===== config.mk =====
export PLATFORM = sky130hd
export DESIGN_NAME = dmem_arbiter_flat
export DESIGN_NICKNAME = d
export VERILOG_FILES = /design/src/rtl/dmem_arbiter_if.sv /design/src/rtl/dmem_arbiter.sv /design/src/flat_wrapper.sv
export SDC_FILE = /design/constraint.sdc
export NUM_CORES = 1
export LEC_CHECK = 0
export BUFFER_PORTS_ARGS = -buffer_cell sky130_fd_sc_hd__buf_2
export CAP_MARGIN = 10
export CORE_AREA = 2 2 120 122
export CTS_CLUSTER_DIAMETER = 30
export DETAILED_ROUTE_END_ITERATION = 8
export DIE_AREA = 0 0 122 124
export HOLD_SLACK_MARGIN = 0.05
export PLACE_DENSITY_LB_ADDON = 0.08
export SYNTH_ARGS = -nofsm -noshare
export SYNTH_HDL_FRONTEND = slang
export SYNTH_SLANG_ARGS = --single-unit

===== constraint.sdc =====
create_clock -name clk -period 3.9 [get_ports clk]
set_clock_uncertainty 0.1 [all_clocks]
set_input_delay 0.39 -clock clk [delete_from_list [all_inputs] [get_ports clk]]
set_output_delay 0.39 -clock clk [all_outputs]
set_load 0.005 [all_outputs]

===== src/rtl/dmem_arbiter_if.sv =====
// rtl/dmem_arbiter_if.sv - requester and memory-side signal bundle for dmem_arbiter
interface dmem_arbiter_if #(
    parameter int DATA_W    = 32,
    parameter int ADDR_W    = 32,
    parameter int BURST_MAX = 8,
    parameter int LEN_W     = $clog2(BURST_MAX + 1)
);
    logic              switchStart;
    logic              r0_req;
    logic              r0_we;
    logic [ADDR_W-1:0] r0_addr;
    logic [DATA_W-1:0] r0_wd;
    logic              r0_gnt;
    logic              r0_rvalid;
    logic [DATA_W-1:0] r0_rdata;
    logic              r0_err;
    logic              r1_req;
    logic              r1_we;
    logic [ADDR_W-1:0] r1_addr;
    logic [LEN_W-1:0]  r1_len;
    logic              r1_gnt;
    logic              r1_wvalid;
    logic [DATA_W-1:0] r1_wd;
    logic              r1_wready;
    logic              r1_rvalid;
    logic [DATA_W-1:0] r1_rdata;
    logic              r1_err;
    logic              r1_done;
    logic              mem_we;
    logic [ADDR_W-1:0] mem_addr;
    logic [DATA_W-1:0] mem_wd;
    logic [DATA_W-1:0] mem_rd;

    modport slave (
        input  switchStart,
        input  r0_req, r0_we, r0_addr, r0_wd,
        output r0_gnt, r0_rvalid, r0_rdata, r0_err,
        input  r1_req, r1_we, r1_addr, r1_len, r1_wvalid, r1_wd,
        output r1_gnt, r1_wready, r1_rvalid, r1_rdata, r1_err, r1_done,
        output mem_we, mem_addr, mem_wd,
        input  mem_rd
    );

    modport master (
        output switchStart,
        output r0_req, r0_we, r0_addr, r0_wd,
        input  r0_gnt, r0_rvalid, r0_rdata, r0_err,
        output r1_req, r1_we, r1_addr, r1_len, r1_wvalid, r1_wd,
        input  r1_gnt, r1_wready, r1_rvalid, r1_rdata, r1_err, r1_done,
        input  mem_we, mem_addr, mem_wd,
        output mem_rd
    );
endinterface


===== src/rtl/dmem_arbiter.sv =====
// rtl/dmem_arbiter.sv - CPU/DMA round-robin arbiter and burst sequencer for dmem_ram
module dmem_arbiter #(
    parameter int DATA_W    = 32,
    parameter int ADDR_W    = 32,
    parameter int MEM_DEPTH = 1024,
    parameter int BURST_MAX = 8,
    parameter int LEN_W     = $clog2(BURST_MAX + 1)
) (
    input logic          clk,
    input logic          rst,
    dmem_arbiter_if.slave bus
);
    typedef enum logic {IDLE, BURST} state_t;

    state_t            state;
    logic              rr_ptr;
    logic [LEN_W-1:0]  cnt;
    logic [LEN_W-1:0]  b_len;
    logic [ADDR_W-1:0] b_base;
    logic              b_we;

    logic              run;
    logic              r0_gnt_c;
    logic              r1_gnt_c;
    logic              beat;
    logic              last_beat;
    logic              acc;
    logic              acc_we;
    logic              in_range;
    logic [ADDR_W-1:0] beat_addr;
    logic [ADDR_W-1:0] acc_addr;
    logic [DATA_W-1:0] acc_wd;

    // Combinational outputs are gated by rst so an aborted burst stops writing at once.
    always_comb begin
        run       = bus.switchStart & !rst;
        r0_gnt_c  = run & (state == IDLE) & bus.r0_req & (!bus.r1_req | !rr_ptr);
        r1_gnt_c  = run & (state == IDLE) & bus.r1_req & (!bus.r0_req | rr_ptr);
        beat      = run & (state == BURST) & (!b_we | bus.r1_wvalid);
        beat_addr = b_base + ADDR_W'(cnt);
        last_beat = (cnt + LEN_W'(1)) == b_len;
        acc       = r0_gnt_c | beat;
        acc_addr  = r0_gnt_c ? bus.r0_addr : beat_addr;
        acc_we    = r0_gnt_c ? bus.r0_we : b_we;
        acc_wd    = r0_gnt_c ? bus.r0_wd : bus.r1_wd;
        in_range  = acc_addr < ADDR_W'(MEM_DEPTH);
    end

    assign bus.r0_gnt    = r0_gnt_c;
    assign bus.r1_gnt    = r1_gnt_c;
    assign bus.r1_wready = beat & b_we;
    assign bus.mem_we    = acc & acc_we & in_range;
    assign bus.mem_addr  = acc ? acc_addr : '0;
    assign bus.mem_wd    = (acc & acc_we) ? acc_wd : '0;

    always_ff @(posedge clk or posedge rst) begin
        if (rst) begin
            state         <= IDLE;
            rr_ptr        <= 1'b0;
            cnt           <= '0;
            b_len         <= '0;
            b_base        <= '0;
            b_we          <= 1'b0;
            bus.r0_rvalid <= 1'b0;
            bus.r0_rdata  <= '0;
            bus.r0_err    <= 1'b0;
            bus.r1_rvalid <= 1'b0;
            bus.r1_rdata  <= '0;
            bus.r1_err    <= 1'b0;
            bus.r1_done   <= 1'b0;
        end else begin
            bus.r0_rvalid <= r0_gnt_c & !bus.r0_we;
            bus.r0_rdata  <= (r0_gnt_c & !bus.r0_we & in_range) ? bus.mem_rd : '0;
            bus.r0_err    <= r0_gnt_c & !in_range;
            bus.r1_rvalid <= beat & !b_we;
            bus.r1_rdata  <= (beat & !b_we & in_range) ? bus.mem_rd : '0;
            bus.r1_err    <= beat & !in_range;
            bus.r1_done   <= (r1_gnt_c & (bus.r1_len == '0)) | (beat & last_beat);

            // A lone CPU grant keeps the pointer; contested grants point it at the loser.
            if (r0_gnt_c & bus.r1_req)
                rr_ptr <= 1'b1;

            if (r1_gnt_c) begin
                if (bus.r0_req)
                    rr_ptr <= 1'b0;
                b_base <= bus.r1_addr;
                b_len  <= bus.r1_len;
                b_we   <= bus.r1_we;
                cnt    <= '0;
                if (bus.r1_len != '0)
                    state <= BURST;
            end

            if (beat) begin
                if (last_beat) begin
                    state  <= IDLE;
                    cnt    <= '0;
                    rr_ptr <= 1'b0;
                end else begin
                    cnt <= cnt + LEN_W'(1);
                end
            end
        end
    end
endmodule


===== src/flat_wrapper.sv =====
// flat-port wrapper written by rule: the top's interface ports become plain ports
module dmem_arbiter_flat 
#(
    parameter int DATA_W    = 32,
    parameter int ADDR_W    = 32,
    parameter int MEM_DEPTH = 1024,
    parameter int BURST_MAX = 8,
    parameter int LEN_W     = $clog2(BURST_MAX + 1)
)
  (clk, rst, bus_switchStart, bus_r0_req, bus_r0_we, bus_r0_addr, bus_r0_wd, bus_r0_gnt, bus_r0_rvalid, bus_r0_rdata, bus_r0_err, bus_r1_req, bus_r1_we, bus_r1_addr, bus_r1_len, bus_r1_wvalid, bus_r1_wd, bus_r1_gnt, bus_r1_wready, bus_r1_rvalid, bus_r1_rdata, bus_r1_err, bus_r1_done, bus_mem_we, bus_mem_addr, bus_mem_wd, bus_mem_rd);
  dmem_arbiter_if #(.DATA_W(DATA_W), .ADDR_W(ADDR_W), .BURST_MAX(BURST_MAX), .LEN_W(LEN_W)) bus_i ();
  input logic clk;
  input logic rst;
  input wire logic [$bits(bus_i.switchStart)-1:0] bus_switchStart;
  input wire logic [$bits(bus_i.r0_req)-1:0] bus_r0_req;
  input wire logic [$bits(bus_i.r0_we)-1:0] bus_r0_we;
  input wire logic [$bits(bus_i.r0_addr)-1:0] bus_r0_addr;
  input wire logic [$bits(bus_i.r0_wd)-1:0] bus_r0_wd;
  output wire logic [$bits(bus_i.r0_gnt)-1:0] bus_r0_gnt;
  output wire logic [$bits(bus_i.r0_rvalid)-1:0] bus_r0_rvalid;
  output wire logic [$bits(bus_i.r0_rdata)-1:0] bus_r0_rdata;
  output wire logic [$bits(bus_i.r0_err)-1:0] bus_r0_err;
  input wire logic [$bits(bus_i.r1_req)-1:0] bus_r1_req;
  input wire logic [$bits(bus_i.r1_we)-1:0] bus_r1_we;
  input wire logic [$bits(bus_i.r1_addr)-1:0] bus_r1_addr;
  input wire logic [$bits(bus_i.r1_len)-1:0] bus_r1_len;
  input wire logic [$bits(bus_i.r1_wvalid)-1:0] bus_r1_wvalid;
  input wire logic [$bits(bus_i.r1_wd)-1:0] bus_r1_wd;
  output wire logic [$bits(bus_i.r1_gnt)-1:0] bus_r1_gnt;
  output wire logic [$bits(bus_i.r1_wready)-1:0] bus_r1_wready;
  output wire logic [$bits(bus_i.r1_rvalid)-1:0] bus_r1_rvalid;
  output wire logic [$bits(bus_i.r1_rdata)-1:0] bus_r1_rdata;
  output wire logic [$bits(bus_i.r1_err)-1:0] bus_r1_err;
  output wire logic [$bits(bus_i.r1_done)-1:0] bus_r1_done;
  output wire logic [$bits(bus_i.mem_we)-1:0] bus_mem_we;
  output wire logic [$bits(bus_i.mem_addr)-1:0] bus_mem_addr;
  output wire logic [$bits(bus_i.mem_wd)-1:0] bus_mem_wd;
  input wire logic [$bits(bus_i.mem_rd)-1:0] bus_mem_rd;
  assign bus_i.switchStart = bus_switchStart;
  assign bus_i.r0_req = bus_r0_req;
  assign bus_i.r0_we = bus_r0_we;
  assign bus_i.r0_addr = bus_r0_addr;
  assign bus_i.r0_wd = bus_r0_wd;
  assign bus_r0_gnt = bus_i.r0_gnt;
  assign bus_r0_rvalid = bus_i.r0_rvalid;
  assign bus_r0_rdata = bus_i.r0_rdata;
  assign bus_r0_err = bus_i.r0_err;
  assign bus_i.r1_req = bus_r1_req;
  assign bus_i.r1_we = bus_r1_we;
  assign bus_i.r1_addr = bus_r1_addr;
  assign bus_i.r1_len = bus_r1_len;
  assign bus_i.r1_wvalid = bus_r1_wvalid;
  assign bus_i.r1_wd = bus_r1_wd;
  assign bus_r1_gnt = bus_i.r1_gnt;
  assign bus_r1_wready = bus_i.r1_wready;
  assign bus_r1_rvalid = bus_i.r1_rvalid;
  assign bus_r1_rdata = bus_i.r1_rdata;
  assign bus_r1_err = bus_i.r1_err;
  assign bus_r1_done = bus_i.r1_done;
  assign bus_mem_we = bus_i.mem_we;
  assign bus_mem_addr = bus_i.mem_addr;
  assign bus_mem_wd = bus_i.mem_wd;
  assign bus_i.mem_rd = bus_mem_rd;
  dmem_arbiter #(.DATA_W(DATA_W), .ADDR_W(ADDR_W), .MEM_DEPTH(MEM_DEPTH), .BURST_MAX(BURST_MAX), .LEN_W(LEN_W)) u_core (.clk(clk), .rst(rst), .bus(bus_i));
endmodule

==> results of run 1 <==
registers in the layout, summed over array words and instances, names as in the netlist:
signal,flops
u_core.bus.r1_rvalid,1
u_core.bus.r1_err,1
u_core.cnt,4
u_core.b_base,32
u_core.b_we,1
u_core.bus.r1_done,1
u_core.rr_ptr,1
u_core.b_len,4
u_core.bus.r0_err,1
u_core.bus.r0_rdata,32
u_core.bus.r1_rdata,32
u_core.state,1
u_core.bus.r0_rvalid,1
stage by stage:
step | cells | setup slack [ns] | util (%)
after global routing | 1154 | -0.134 | 57.7
after CTS | 1150 | 0.0124 | 56.9
after floorplan | 671 | 0.371 | -
after detailed placement | 1133 | 0.146 | 54.7
after global placement | 1133 | 0.152 | 54.7
final | 1154 | 0.110 | 57.7
layer usage:
metal,up-vias,routed length [um],part of all wire (%)
met3,17,1350,7.0
met2,240,8960,46
met5,-,0,0
li1,2873,-,-
met1,2732,8840,46
met4,0,185,0.96
report_power, final:
part	internal [mW]	total [mW]	switching, mW
Sequential	1.39	1.67	0.282
Clock	0.449	0.893	0.444
Combinational	0.614	1.36	0.746
final cells by class:
class | count | area, um^2
fill | 1312 | 5810
clock inverter | 6 | 60.1
multi-input combinational | 512 | 2870
inverter | 5 | 21.3
timing repair buffer | 329 | 1700
sequential | 112 | 2800
clock buffer | 10 | 229
tap | 180 | 225
kinds of logic after synthesis:
kind of cell | share of synthesized area (%)
buf+inv | 3.69
simple gates | 32.0
mux | 0.518
xor+xnor | 4.84
fa+ha+maj | 1.43
compound gates | 9.14
flops | 48.4
timing repair:
action                                  in CTS  in global routing
buffers inserted                             1                  4
resized for setup                            3                 13
endpoints found under the setup margin       1                  1
cloned                                       0                  0
pin swaps                                    1                 12
worst max-delay path by stage:
stage,slack [ns],startpoint,end,cells past startpoint
global placement,0.15,u_core.b_base[0],bus_mem_we,11
detailed placement,0.15,u_core.b_base[0],u_core.bus.r1_rdata[7],11
finish,0.11,u_core.b_base[0],bus_mem_we,11
CTS,0.01,u_core.cnt[2],bus_mem_we,11
floorplan,0.37,u_core.cnt[0],bus_mem_we,11
global route,-0.13,u_core.cnt[0],bus_mem_we,12
Yosys cell counts, drive strengths merged (2+ instances only):
cell type	count	share of area [%]
o31ai	2	0.35
dfrtp	112	48
nand2b	5	0.54
and4	4	0.65
nor4b	2	0.30
nor2	19	1.2
nor3b	2	0.26
a211oi	4	0.73
clkbuf	31	2.1
and2	6	0.65
nor2b	5	0.54
nand2	206	13
mux2i	3	0.52
inv	4	0.26
nor4	7	1.0
o22ai	3	0.43
a21oi	35	3.0
ha	5	1.1
nand3	24	2.1
o211ai	2	0.26
or3	3	0.41
nand4	15	1.7
buf	11	1.3
o31a	2	0.30
or4	3	0.39
o21ai	29	2.5
nor3	8	0.78
and3	72	7.8
xor2	21	3.2
xnor2	11	1.7
a21boi	3	0.39
a22o	2	0.30
==> run summary, run 1 <==
Tmin final = 3.79 ns
Drt first pass iters = 4
Initial antenna violation count = 0
Asr flop ratio synth = 100%
Crit path cell chain = ha_4 > fa_2 > a211oi_4 > nor4_2 > or3_4 > a2111oi_4 > nand4_1 > a211oi_2 > and4_4 > nor2b_4 > buf_2
Pwr dens = 496 nW/um^2
Slew Limit Fails = 0
Final Instance Area = 7910 um^2
Skew-Pair Late Insertion Delay = 0.34 ns
CP max FO = 2
Clk buf depth = 2
DR WL/cell = 16.8 um
CP Class = flop to output pin
Register area share after synthesis = 48.4%
Max Freq = 264 MHz
Diode count = 0
Die Footprint = 15100 um^2
Worst path slowest cell = dfrtp_1
Vias per cell = 5.08
Post-synth EDFFs = 0
Yosys reg bits = 112
Gr busiest metal = met2
Period utilization = 97.2%
Crit end category = output pin
Syn Nets = 849
Crit path DAT = 3.30 ns
Reg-to-reg startpoint = u_core.b_base[0]
Post-DP Area = 7500 um^2
R2r endpoint = u_core.bus.r1_rdata[8]
CP Data Required Time = 3.41 ns
GPL Wtd Cong = 0.856
Status = finished clean
Synth Area per Inst = 8.63 um^2
DIE WIDTH = 122 um
Core area = 13700 um^2
Final hold slack = 0.0543 ns
DRT Wirelength = 19300 um
Clock-pin slew on the worst setup and hold paths = 0.07 ns
Starting Density = 42.2%
DR iter-0 viols = 414
Slew margin rel. = 57.0%
Grt met1 use = 36.2%
Max-cap violations = 0
HPWL Detailed = 14500 um
Crit start category = flop
Setup-failing EPs final = 0
Layout cells sized above 1 = 37.7%
Sink Count = 112
Cts hold-fix bufs = 0
Flop2flop setup slack = 0.36 ns
DIE HEIGHT = 124 um
Post-route DRC violation count = 0
Synthesized instance count = 671
Crit-path leading delay family = simple AND/OR/NAND/NOR gates
Synthesized cell area = 5790 um^2
Least-Margin Pin Slew = 0.645 ns
Worst path bufs/invs = 1
Most used DFF post-synth = dfrtp_1
Power Total = 3.92 mW
I/O Pins = 309
Num CTS Buffers = 9
CTS root buf = clkbuf_16
Met3 Usage GRT = 4.12%
Critical path's largest stage delay = 0.42 ns
Most frequent cells in the layout = buf_2 (308), nand2_1 (206), dfrtp_1 (112)
Static leakage = 4.57 nW
GRT Util Overall = 24.3%
Max H-tree Level = 3
Hold Crit Class = input port to async pin
TritonCTS clock tree = done
FF-to-FF path depth = 11
RSZ-0062 raised after global routing = true
Fin Setup TNS = 0 ns
Nets = 1147
Area Growth Syn to Fin = 36.6%
Ys Warns = 0
Hold Vio Cnt, Final = 0
Total gr overflow = 0
Met2 Usage GRT = 37.4%
Most common cell after layout, fill and taps aside = buf_2
Via count = 5862
Vias in the first global route = 5199
Antenna Nets Post-Route = 0
Input/output buffers = 308
Synth cell types = 53
Cell Rows = 43
VDD IR max = 0.000373 V
Largest net degree at the start of global routing = 67
First-pass GRT wire length = 28500 um
(Power assumes the default switching activity.)
==> inputs of run 2 (changes only) <==
--- a/config.mk
+++ b/config.mk
@@ -7,10 +7,10 @@
 export LEC_CHECK = 0
 export BUFFER_PORTS_ARGS = -buffer_cell sky130_fd_sc_hd__buf_2
 export CAP_MARGIN = 10
-export CORE_AREA = 2 2 120 122
+export CORE_AREA = 2 2 119 121
 export CTS_CLUSTER_DIAMETER = 30
 export DETAILED_ROUTE_END_ITERATION = 8
-export DIE_AREA = 0 0 122 124
+export DIE_AREA = 0 0 121 123
 export HOLD_SLACK_MARGIN = 0.05
 export PLACE_DENSITY_LB_ADDON = 0.08
 export SYNTH_ARGS = -nofsm -noshare
==> run 2 against run 1 <==
  * Combinational power is 6% lower
  * Critical path type unchanged
  * Global-route usage rose by 0.45 points
  * Non-clock buffer count decreased by 3
  * Largest power group unchanged
  * Flip-flop and latch count stayed put
  * Clock power up 2%
  * Fmax is 0.91% lower
  * Hold slack improved by 0.042 ns
==> run summary, run 2 (synthesis gave the netlist of run 1 again) <==
Layout cells sized above 1 = 37.4% (was 37.7%)
Least-Margin Pin Slew = 0.766 ns (was 0.645 ns)
Cell Rows = 43 (unchanged)
Clock-pin slew on the worst setup and hold paths = 0.08 ns (was 0.07 ns)
Slew margin rel. = 48.9% (was 57.0%)
Status = finished clean (unchanged)
GRT Util Overall = 24.8% (was 24.3%)
Total placed cells including tap cells = 1132 (was 1133)
Vias per cell = 5.06 (was 5.08)
Setup-failing EPs final = 0 (unchanged)
DR iter-0 viols = 402 (was 414)
Most common cell after layout, fill and taps aside = buf_2 (unchanged)
HPWL Detailed = 14300 um (was 14500 um)
Post-route DRC violation count = 0 (unchanged)
DIE HEIGHT = 123 um (was 124 um)
Nets = 1144 (was 1147)
Largest net degree at the start of global routing = 64 (was 67)
Input/output buffers = 308 (unchanged)
Drt first pass iters = 5 (was 4)
Static leakage = 4.55 nW (was 4.57 nW)
TritonCTS clock tree = done (unchanged)
Largest regs = u_core.b_base: 32 flops, u_core.bus.r0_rdata: 32 flops, u_core.bus.r1_rdata: 32 flops (unchanged)
Sink Count = 112 (unchanged)
Skew-Pair Late Insertion Delay = 0.36 ns (was 0.34 ns)
Vias in the first global route = 5303 (was 5199)
Core area = 13600 um^2 (was 13700 um^2)
Gr busiest metal = met2 (unchanged)
Max Freq = 261 MHz (was 264 MHz)
Final hold slack = 0.0960 ns (was 0.0543 ns)
Crit end category = output pin (unchanged)
Period utilization = 98.1% (was 97.2%)
Met3 Usage GRT = 4.61% (was 4.12%)
Via count = 5815 (was 5862)
Diode count = 0 (unchanged)
Die Footprint = 14900 um^2 (was 15100 um^2)
CP Data Required Time = 3.41 ns (about the same)
DIE WIDTH = 121 um (was 122 um)
Crit path DAT = 3.33 ns (was 3.30 ns)
Cts hold-fix bufs = 0 (unchanged)
Num CTS Buffers = 9 (unchanged)
VDD IR max = 0.000268 V (was 0.000373 V)
First-pass GRT wire length = 28500 um (about the same)
GPL Wtd Cong = 0.955 (was 0.856)
Crit start category = flop (unchanged)
Slew Limit Fails = 0 (unchanged)
Final Instance Area = 7860 um^2 (was 7910 um^2)
Pwr dens = 495 nW/um^2 (was 496 nW/um^2)
Post-layout util = 57.8% (was 57.7%)
CTS root buf = clkbuf_16 (unchanged)
Hold Vio Cnt, Final = 0 (unchanged)
Tmin final = 3.82 ns (was 3.79 ns)
Fin Setup TNS = 0 ns (unchanged)
I/O Pins = 309 (unchanged)
DR WL/cell = 16.6 um (was 16.8 um)
Max-cap violations = 0 (unchanged)
Most frequent cells in the layout = buf_2 (308), nand2_1 (206), dfrtp_1 (111) (was buf_2 (308), nand2_1 (206), dfrtp_1 (112))
Final non-filler cell total = 1150 (was 1154)
Antenna Nets Post-Route = 0 (unchanged)
CP Class = flop to output pin (unchanged)
Initial antenna violation count = 1 (was 0)
Area Growth Syn to Fin = 35.8% (was 36.6%)
DRT Wirelength = 19100 um (was 19300 um)
Starting Density = 42.5% (was 42.2%)
Hold Crit Class = input port to async pin (unchanged)
Post-DP Area = 7490 um^2 (was 7500 um^2)
Max H-tree Level = 3 (unchanged)
CP max FO = 4 (was 2)
Grt met1 use = 34.1% (was 36.2%)
Met2 Usage GRT = 38.8% (was 37.4%)
Clk buf depth = 2 (unchanged)
RSZ-0062 raised after global routing = true (unchanged)
Total gr overflow = 0 (unchanged)
## run 2: power breakdown
group	switching (mW)	leakage [nW]	internal, mW	total [mW]
clock network	0.451	0.139	0.461	0.912
registers	0.309	1.50	1.39	1.70
logic	0.704	2.91	0.580	1.28
total	1.46	4.55	2.43	3.89
## run 2: worst paths after layout
check,from,to,slack (ns),cells after the start
max reg2reg,u_core.cnt[0],u_core.bus.r1_rdata[31],0.44,11
min reg2reg,u_core.b_base[3],u_core.b_base[3],0.40,2
min,rst,u_core.b_len[2],0.1,2
max in group asynchronous,rst,u_core.bus.r1_rdata[19],2.76,3
min in group clk,bus_r1_addr[6],u_core.b_base[6],0.12,3
max,u_core.cnt[0],bus_mem_we,0.08,11
## run 2: critical path: stages, from the launching register on
cell       delay, ns
dfrtp_2         0.45
ha_4            0.18
fa_2            0.42
a211oi_4        0.26
nor4_2          0.11
or3_1           0.34
a2111oi_2       0.36
nand4_1         0.14
a211oi_2        0.20
and4_4          0.28
nor2b_1         0.12
buf_2           0.11
## run 2: layout make-up
cell class	instances	area [um^2]
repair buffers	326	1680
clock inverters	5	50.0
well taps	180	225
flip-flops and latches	112	2800
multi-input cells	512	2850
inverters	5	21.3
clock buffers	10	239
fillers	1285	5750
## run 2: routing by layer
metal | vias up | share of wire (%)
li1 | 2869 | -
met1 | 2675 | 44
met2 | 234 | 47
met3 | 35 | 6.5
met4 | 2 | 2.4
met5 | - | 0.068
## run 2: repair_timing
action | CTS | global route
setup endpoints to repair | 1 | 1
setup buffers | 1 | 2
pin swaps | 1 | 5
resized for setup | 3 | 9
## run 2: stage by stage
stage	power, mW	worst slack (ns)
floorplan	2.42	0.371
global placement	2.89	0.264
detailed placement	2.90	0.231
CTS	3.84	0.000150
global route	4.17	-0.0446
finish	3.89	0.0754
